File: src/rtl/reg_file_pkg.sv
// rtl/reg_file_pkg.sv - shared register-file constants and clear-engine state type
package reg_file_pkg;

  localparam int DEF_DATA_W = 32;
  localparam int DEF_ADDR_W = 5;

  typedef enum logic [1:0] {
    ST_IDLE  = 2'd0,
    ST_CLEAR = 2'd1,
    ST_DONE  = 2'd2
  } clr_state_t;

endpackage

File: src/rtl/reg_file_clr_ctrl.sv
// rtl/reg_file_clr_ctrl.sv - bulk-clear sequencer: walks every entry once, then pulses done
module reg_file_clr_ctrl
  import reg_file_pkg::*;
#(
  parameter int ADDR_W = DEF_ADDR_W
) (
  input  logic              clk,
  input  logic              reset,
  input  logic              clr_req,
  output logic              busy,
  output logic              clr_done,
  output logic              idle,
  output logic              clr_we,
  output logic [ADDR_W-1:0] clr_addr
);

  localparam int DEPTH = 1 << ADDR_W;

  clr_state_t        state, state_nxt;
  logic [ADDR_W-1:0] cnt, cnt_nxt;

  always_ff @(posedge clk or posedge reset) begin
    if (reset) begin
      state <= ST_IDLE;
      cnt   <= '0;
    end else begin
      state <= state_nxt;
      cnt   <= cnt_nxt;
    end
  end

  always_comb begin
    state_nxt = state;
    cnt_nxt   = cnt;
    busy      = 1'b0;
    clr_done  = 1'b0;
    idle      = 1'b0;
    clr_we    = 1'b0;
    case (state)
      ST_IDLE: begin
        idle    = 1'b1;
        cnt_nxt = '0;
        if (clr_req) state_nxt = ST_CLEAR;
      end
      ST_CLEAR: begin
        busy    = 1'b1;
        clr_we  = 1'b1;
        cnt_nxt = cnt + 1'b1;
        // last entry is zeroed on the same edge that leaves CLEAR
        if (cnt == ADDR_W'(DEPTH - 1)) state_nxt = ST_DONE;
      end
      ST_DONE: begin
        busy      = 1'b1;
        clr_done  = 1'b1;
        state_nxt = ST_IDLE;
      end
      default: state_nxt = ST_IDLE;
    endcase
  end

  assign clr_addr = cnt;

endmodule

File: src/rtl/reg_file.sv
// rtl/reg_file.sv - 2-read/1-write register file with bulk clear; REG_FILE_BYPASS_EN adds write-to-read forwarding
module reg_file
  import reg_file_pkg::*;
#(
  parameter int DATA_W   = DEF_DATA_W,
  parameter int ADDR_W   = DEF_ADDR_W,
  parameter int ZERO_REG = 1
) (
  input  logic              clk,
  input  logic              reset,
  input  logic              we,
  input  logic [ADDR_W-1:0] waddr,
  input  logic [DATA_W-1:0] wdata,
  input  logic [ADDR_W-1:0] raddr_a,
  output logic [DATA_W-1:0] rdata_a,
  input  logic [ADDR_W-1:0] raddr_b,
  output logic [DATA_W-1:0] rdata_b,
  input  logic              clr_req,
  output logic              busy,
  output logic              clr_done
);

  localparam int DEPTH = 1 << ADDR_W;

  logic [DATA_W-1:0] mem [DEPTH];
  logic              idle;
  logic              clr_we;
  logic [ADDR_W-1:0] clr_addr;
  logic              wr_ok;

  reg_file_clr_ctrl #(.ADDR_W(ADDR_W)) u_clr_ctrl (
    .clk      (clk),
    .reset    (reset),
    .clr_req  (clr_req),
    .busy     (busy),
    .clr_done (clr_done),
    .idle     (idle),
    .clr_we   (clr_we),
    .clr_addr (clr_addr)
  );

  assign wr_ok = idle && we && !((ZERO_REG != 0) && (waddr == '0));

  always_ff @(posedge clk or posedge reset) begin
    if (reset) begin
      for (int i = 0; i < DEPTH; i++) mem[i] <= '0;
    end else if (clr_we) begin
      mem[clr_addr] <= '0;
    end else if (wr_ok) begin
      mem[waddr] <= wdata;
    end
  end

  // hardwired zero is applied last so it also overrides any forwarded value
  always_comb begin
    rdata_a = mem[raddr_a];
`ifdef REG_FILE_BYPASS_EN
    if (idle && we && (waddr == raddr_a)) rdata_a = wdata;
`endif
    if ((ZERO_REG != 0) && (raddr_a == '0)) rdata_a = '0;
  end

  always_comb begin
    rdata_b = mem[raddr_b];
`ifdef REG_FILE_BYPASS_EN
    if (idle && we && (waddr == raddr_b)) rdata_b = wdata;
`endif
    if ((ZERO_REG != 0) && (raddr_b == '0)) rdata_b = '0;
  end

endmodule
File: config.mk
export PLATFORM = sky130hd
export DESIGN_NAME = reg_file
export DESIGN_NICKNAME = d
export VERILOG_FILES = /design/src/rtl/reg_file_pkg.sv /design/src/rtl/reg_file_clr_ctrl.sv /design/src/rtl/reg_file.sv
export SDC_FILE = /design/constraint.sdc
export NUM_CORES = 2
export LEC_CHECK = 0
export BUFFER_PORTS_ARGS = -buffer_cell sky130_fd_sc_hd__buf_2
export CORE_ASPECT_RATIO = 1.75
export CORE_MARGIN = 3
export CORE_UTILIZATION = 40
export CTS_CLUSTER_DIAMETER = 200
export DETAILED_ROUTE_END_ITERATION = 6
export GPL_ROUTABILITY_DRIVEN = 0
export PLACE_DENSITY = 0.66
export SKIP_LAST_GASP = 1
export SYNTH_ARGS = -nofsm -noshare
export SYNTH_HDL_FRONTEND = slang
export SYNTH_SLANG_ARGS = --single-unit
File: constraint.sdc
create_clock -name clk -period 42.6 [get_ports clk]
set_input_delay 0 -clock clk [delete_from_list [all_inputs] [get_ports clk]]
set_output_delay 0 -clock clk [all_outputs]
set_load 0.05 [all_outputs]
* After elaboration in Yosys (flattened, before gate mapping)
Cells that the tools add are included.
Operators by class: mux-type cells 23, $lt $le $gt $ge 6, bitwise gates (word level) 6, add/subtract/negate cells 1, reductions and logical operators 13, eq/ne operators 5
Operators by type and width (number):
- $mux 1024 | 2
- $and 1024x1024->1024 | 1
- $bwmux 1024 | 1
- $not 1024->1024 | 1
- $bmux 32 s5 | 2
- $demux 32 s5 | 2
- $mux 32 | 8
- $ge 6x6->1 const B | 4
- $not 5->6 | 4
- $logic_not 5->1 | 3
- $lt 6x1->1 const B | 2
- $pmux 5 s2 | 1
- $add 5x1->5 const B | 1
- $eq 5x5->1 const B | 1
- $logic_and 1x1->1 | 4
- $mux 1 | 4
- $mux 2 | 2
- $pmux 2 s2 | 1
- $reduce_bool 2->1 | 2
- $eq 2x1->1 const B | 1
- $eq 2x2->1 const B | 1
- $logic_not 2->1 | 1
- $ne 2x1->1 const B | 1
- $ne 2x2->1 const B | 1
- 3 further kinds | 3
Storage, ports and cells: register bits 1031, output and inout port bits 66, word-level logic and storage cells 88

* Depth between registers and ports, before layout
word-level depth 8, mapped depth 10

* Modules after synthesis
Synthesis repeated with hierarchy kept, for this count alone.
Unflattened totals: cells, all modules 4405, area, all modules 54086.9 µm²
By module, submodules not included:
- reg_file | instances 1, sequential area each 25624.6 µm², cells each 4366, area each 53715.3 µm²
- reg_file_clr_ctrl | instances 1, sequential area each 175.2 µm², cells each 39, area each 371.6 µm²

* Worst setup path after synthesis
OpenSTA, ideal clock, no wires.
kind input to output, from input port raddr_a[0], to output port rdata_a[13], path buffers 4, setup slack 40.099 ns, arrival 2.501 ns, stages 7, data required time 42.600 ns, cells stage by stage clkbuf_1 > inv_1 > buf_2 > buf_1 > clkbuf_1 > o2111ai_1 > a311oi_1
Between the ends: word-level cells in the longest chain between the ends 5, elaborated cells between the ends (all ways) 6, those cells by class mux: 4; bitwise: 1; reduce/logical: 1
Ends and longest elaborated chain:
- from (decl) | line reg_file.sv:14 | input logic [ADDR_W-1:0] raddr_a,
- $not 5->6 (implied by the code) | line reg_file.sv:56 | rdata_a = mem[raddr_a];
- $bmux 32 s5 | line reg_file.sv:56
- $mux 32 (implied by the code) (2 in series) | line reg_file.sv:56
- $mux 32 * | line reg_file.sv:60 | if ((ZERO_REG != 0) && (raddr_a == '0)) rdata_a = '0;
- to (decl) | line reg_file.sv:15 | output logic [DATA_W-1:0] rdata_a,
Every way passes the cells marked *; elsewhere a longest branch is shown, timed or not. The select of a mux whose other input is x is not followed.

==> impl_results.md <==
* Clk_lat worst skew at 0.72 ns
* Clock buffer count from CTS at 92
* Crit. Startpoint: reset
* Max Cap Viol at 0
* Grt ovf at 0
* Final setup viols at 0
* Final HPWL DP at 130 mm
* Slowest stage delay, CP at roughly 0.93 ns
* CTS clock-pin slew for the worst setup and hold paths at 0.07 ns
* R2R Path End: mem[879]$_DFFE_PP0P_
* Initial Util at 40.4%
* Vias/cell at 6.94
* Max-Slew Margin vs Limit at 7.20%
* Final Util at 44.5%
* Final Hold Vio Count at 5
* Vias in the first global route at 46400
* Critical path type: input pin to asynchronous set/reset pin
* CTS max path bufs at 3
* Final ANT Viol Nets at 0
* Mapped Cells at about 5000
* DR vias at 45800
* Crit path required time at 43.28 ns
* Cells after DPL at 6385
* Top-area cell type share of the netlist area at between 40% and 50%
* Residual DRC at 0
* Nature of the critical path endpoint: asynchronous set/reset pin
* Synthesized area at 55200 µm²
* Fin crit period at 6.11 ns
* Critical Path Slowest Stage Cell: buf_4
* Placed instance area at 57300 µm²
* Unique masters post-synth at 45
* Initial antenna violation count at 20
* Crit path capture: mem[630]$_DFFE_PP0P_
* RSZ-0062 raised after global routing: false
* Hold Crit Class: input pin to asynchronous set/reset pin
* Die area at 143000 µm²
* 1st-iter DRT viols at about 6500
* Worst reg-to-reg setup slack at 38.40 ns
* GRT Overall Usage at between 30% and 40%
* Largest net degree at the start of global routing at 125
* First-pass GRT wire length at between 300 and 400 mm
* Synth area leaders: dfrtp_1, mux4_2, a22o_1
* Core area at 136000 µm²
* Pwr Density at 55.7 nW/µm²
* Area Overhead vs Synth at 10.2%
* Die Y-Extent at between 400 and 500 µm
* Post-CTS resize count at 0
* Count of input and output buffers at approximately 120
* Final Non-Filler Cells at 6599
* Worst clock skew at roughly 0.026 ns
* Setup TNS at 0 ns
* Yosys reg bits at 1031
* CTS tree: built
* Filler instances at 12300
* Failing checks: hold timing
* Count of hold buffers inserted by post-cts repair at 34
* Final period utilization at 14.3%
* Root buffer cell: clkbuf_16
* Final Max Slew Viols at 0
* Layout cells sized above 1 at 20.8%
* Reg2reg path depth at 8
* Outcome: finished, violations left
* Crit-path most repeated cell: buf_4
* Crit path cell chain: dlygate4sd3_1 > buf_2 > inv_8 > buf_4 > buf_4 > buf_4 > buf_4 > buf_4 > buf_4
* Design area at about 60000 µm²
* EDFF count, synth at 0
* Peak VDD IR at around 31 µV
* Leakage power at 26.4 nW
* CTS sink count at between 1000 and 1500
* Worst slew pin tran at 1.39 ns
* Postcts setup bufs at 0
* Predominant post-synthesis flop cell: dfrtp_1
* Core Rows at 179
* R2r startpoint: u_clr_ctrl.state[1]$_DFFE_PP0P_
* CP max FO at 124
* DRT Pass-1 Iters at 5
* Worst setup SP type: input pin
* Peak Freq at ~160 MHz
* Die extent in x at 287 µm
* Final WL at 228 mm
* Io pins at 117
* Mean post-synth cell area at roughly 11 µm²
* Yosys warns at 0
* CP arrival at 6.79 ns
* Leading area contributor after synthesis: dfrtp_1
* Sequential fraction of the synthesis area at 46.8%
* Routed len/inst at 34.6 µm
* Ys async rst share at 100%
* H-tree Lvls at 3
* Final nets at 4763
* Worst hold slack at -0.0176 ns
* Mapped Nets at between 4000 and 5000
==> layout make-up <==
class	count	area (µm²)	share of cell area, %
repair buffers	282	1990	3.27
inverters	8	40.0	0.0659
well taps	1810	2260	3.73
clock buffers	123	2560	4.21
diodes	13	32.5	0.0535
multi-input cells	3288	27600	45.4
flip-flops and latches	1031	25800	42.5
clock inverters	44	488	0.803
==> cell usage after synthesis, drive strengths merged, types with 9 or more instances <==
| library cell | n |
|---|---|
| and2 | 35 |
| a21oi | 9 |
| mux2i | 128 |
| dfrtp | 1031 |
| mux4 | 448 |
| a221oi | 45 |
| nand3 | 139 |
| o2111ai | 19 |
| clkbuf | 422 |
| a211oi | 64 |
| buf | 133 |
| a311oi | 64 |
| nor2b | 72 |
| a22o | 484 |
| nor3 | 22 |
| ha | 9 |
| o21ai | 495 |
| nand2 | 1072 |
| mux2 | 65 |
| a22oi | 64 |
==> cells by family after synthesis <==
logic type                 share of synthesized area, %
and+or+nand+nor                                    10.8
xor gates and xnor gates                         0.0318
muxes                                              21.9
DFF                                                46.8
buffers and inverters                              4.16
AOI/OAI and AO/OA                                  16.1
adders and majority gates                         0.204
==> critical path, delay by kind of cell <==
family / cells / cell delay, ns
buffers and inverters: 9 / 6.31
==> worst min path at each step <==
stage,start,endpoint,depth (start not counted)
6_report,reset,mem[224]$_DFFE_PP0P_,3
5_1_grt,reset,mem[224]$_DFFE_PP0P_,3
4_1_cts,reset,mem[224]$_DFFE_PP0P_,3
3_5_place_dp,reset,mem[6]$_DFFE_PP0P_,2
3_3_place_gp,reset,mem[198]$_DFFE_PP0P_,2
2_1_floorplan,wdata[31],mem[991]$_DFFE_PP0P_,1
==> state kept, by name, summed over array words and instances (netlist names) <==
signal and count:
u_clr_ctrl.clr_addr 5, mem 1024, u_clr_ctrl.state 2
==> stage by stage <==
stage	worst slack (ns)	power, mW
detailed placement	36.15	2.50
global route	35.64	3.54
CTS	36.37	3.37
floorplan	13.59	2.19
finish	36.49	3.39
global placement	36.22	2.45
==> layout by cell type (no fill, tap or decap), drive strengths merged, types with 13 or more instances in the layout <==
| cell | instances |
|---|---|
| a211oi | 64 |
| o21ai | 495 |
| o2111ai | 19 |
| mux2 | 65 |
| a22oi | 64 |
| mux4 | 448 |
| dlygate4sd3 | 34 |
| buf | 248 |
| dfrtp | 1031 |
| clkbuf | 123 |
| and2 | 35 |
| mux2i | 128 |
| nand2 | 1072 |
| clkinv | 28 |
| nand3 | 139 |
| nor3 | 22 |
| a221oi | 45 |
| a311oi | 64 |
| diode | 13 |
| nor2b | 72 |
| a22o | 484 |
==> power by group <==
group | leakage (nW) | internal [mW] | switching [mW] | total (mW)
clock | 1.47 | 0.464 | 0.414 | 0.878
combinational | 12.2 | 0.466 | 0.498 | 0.964
sequential | 12.8 | 1.29 | 0.251 | 1.55
==> routing by layer <==
layer	track usage, %	wire length (µm)
met4	26.1	23400
met1	37.0	74000
met5	0	87
met3	9.42	27800
met2	48.3	103000
Note: power is estimated with default switching activity, not from simulation.
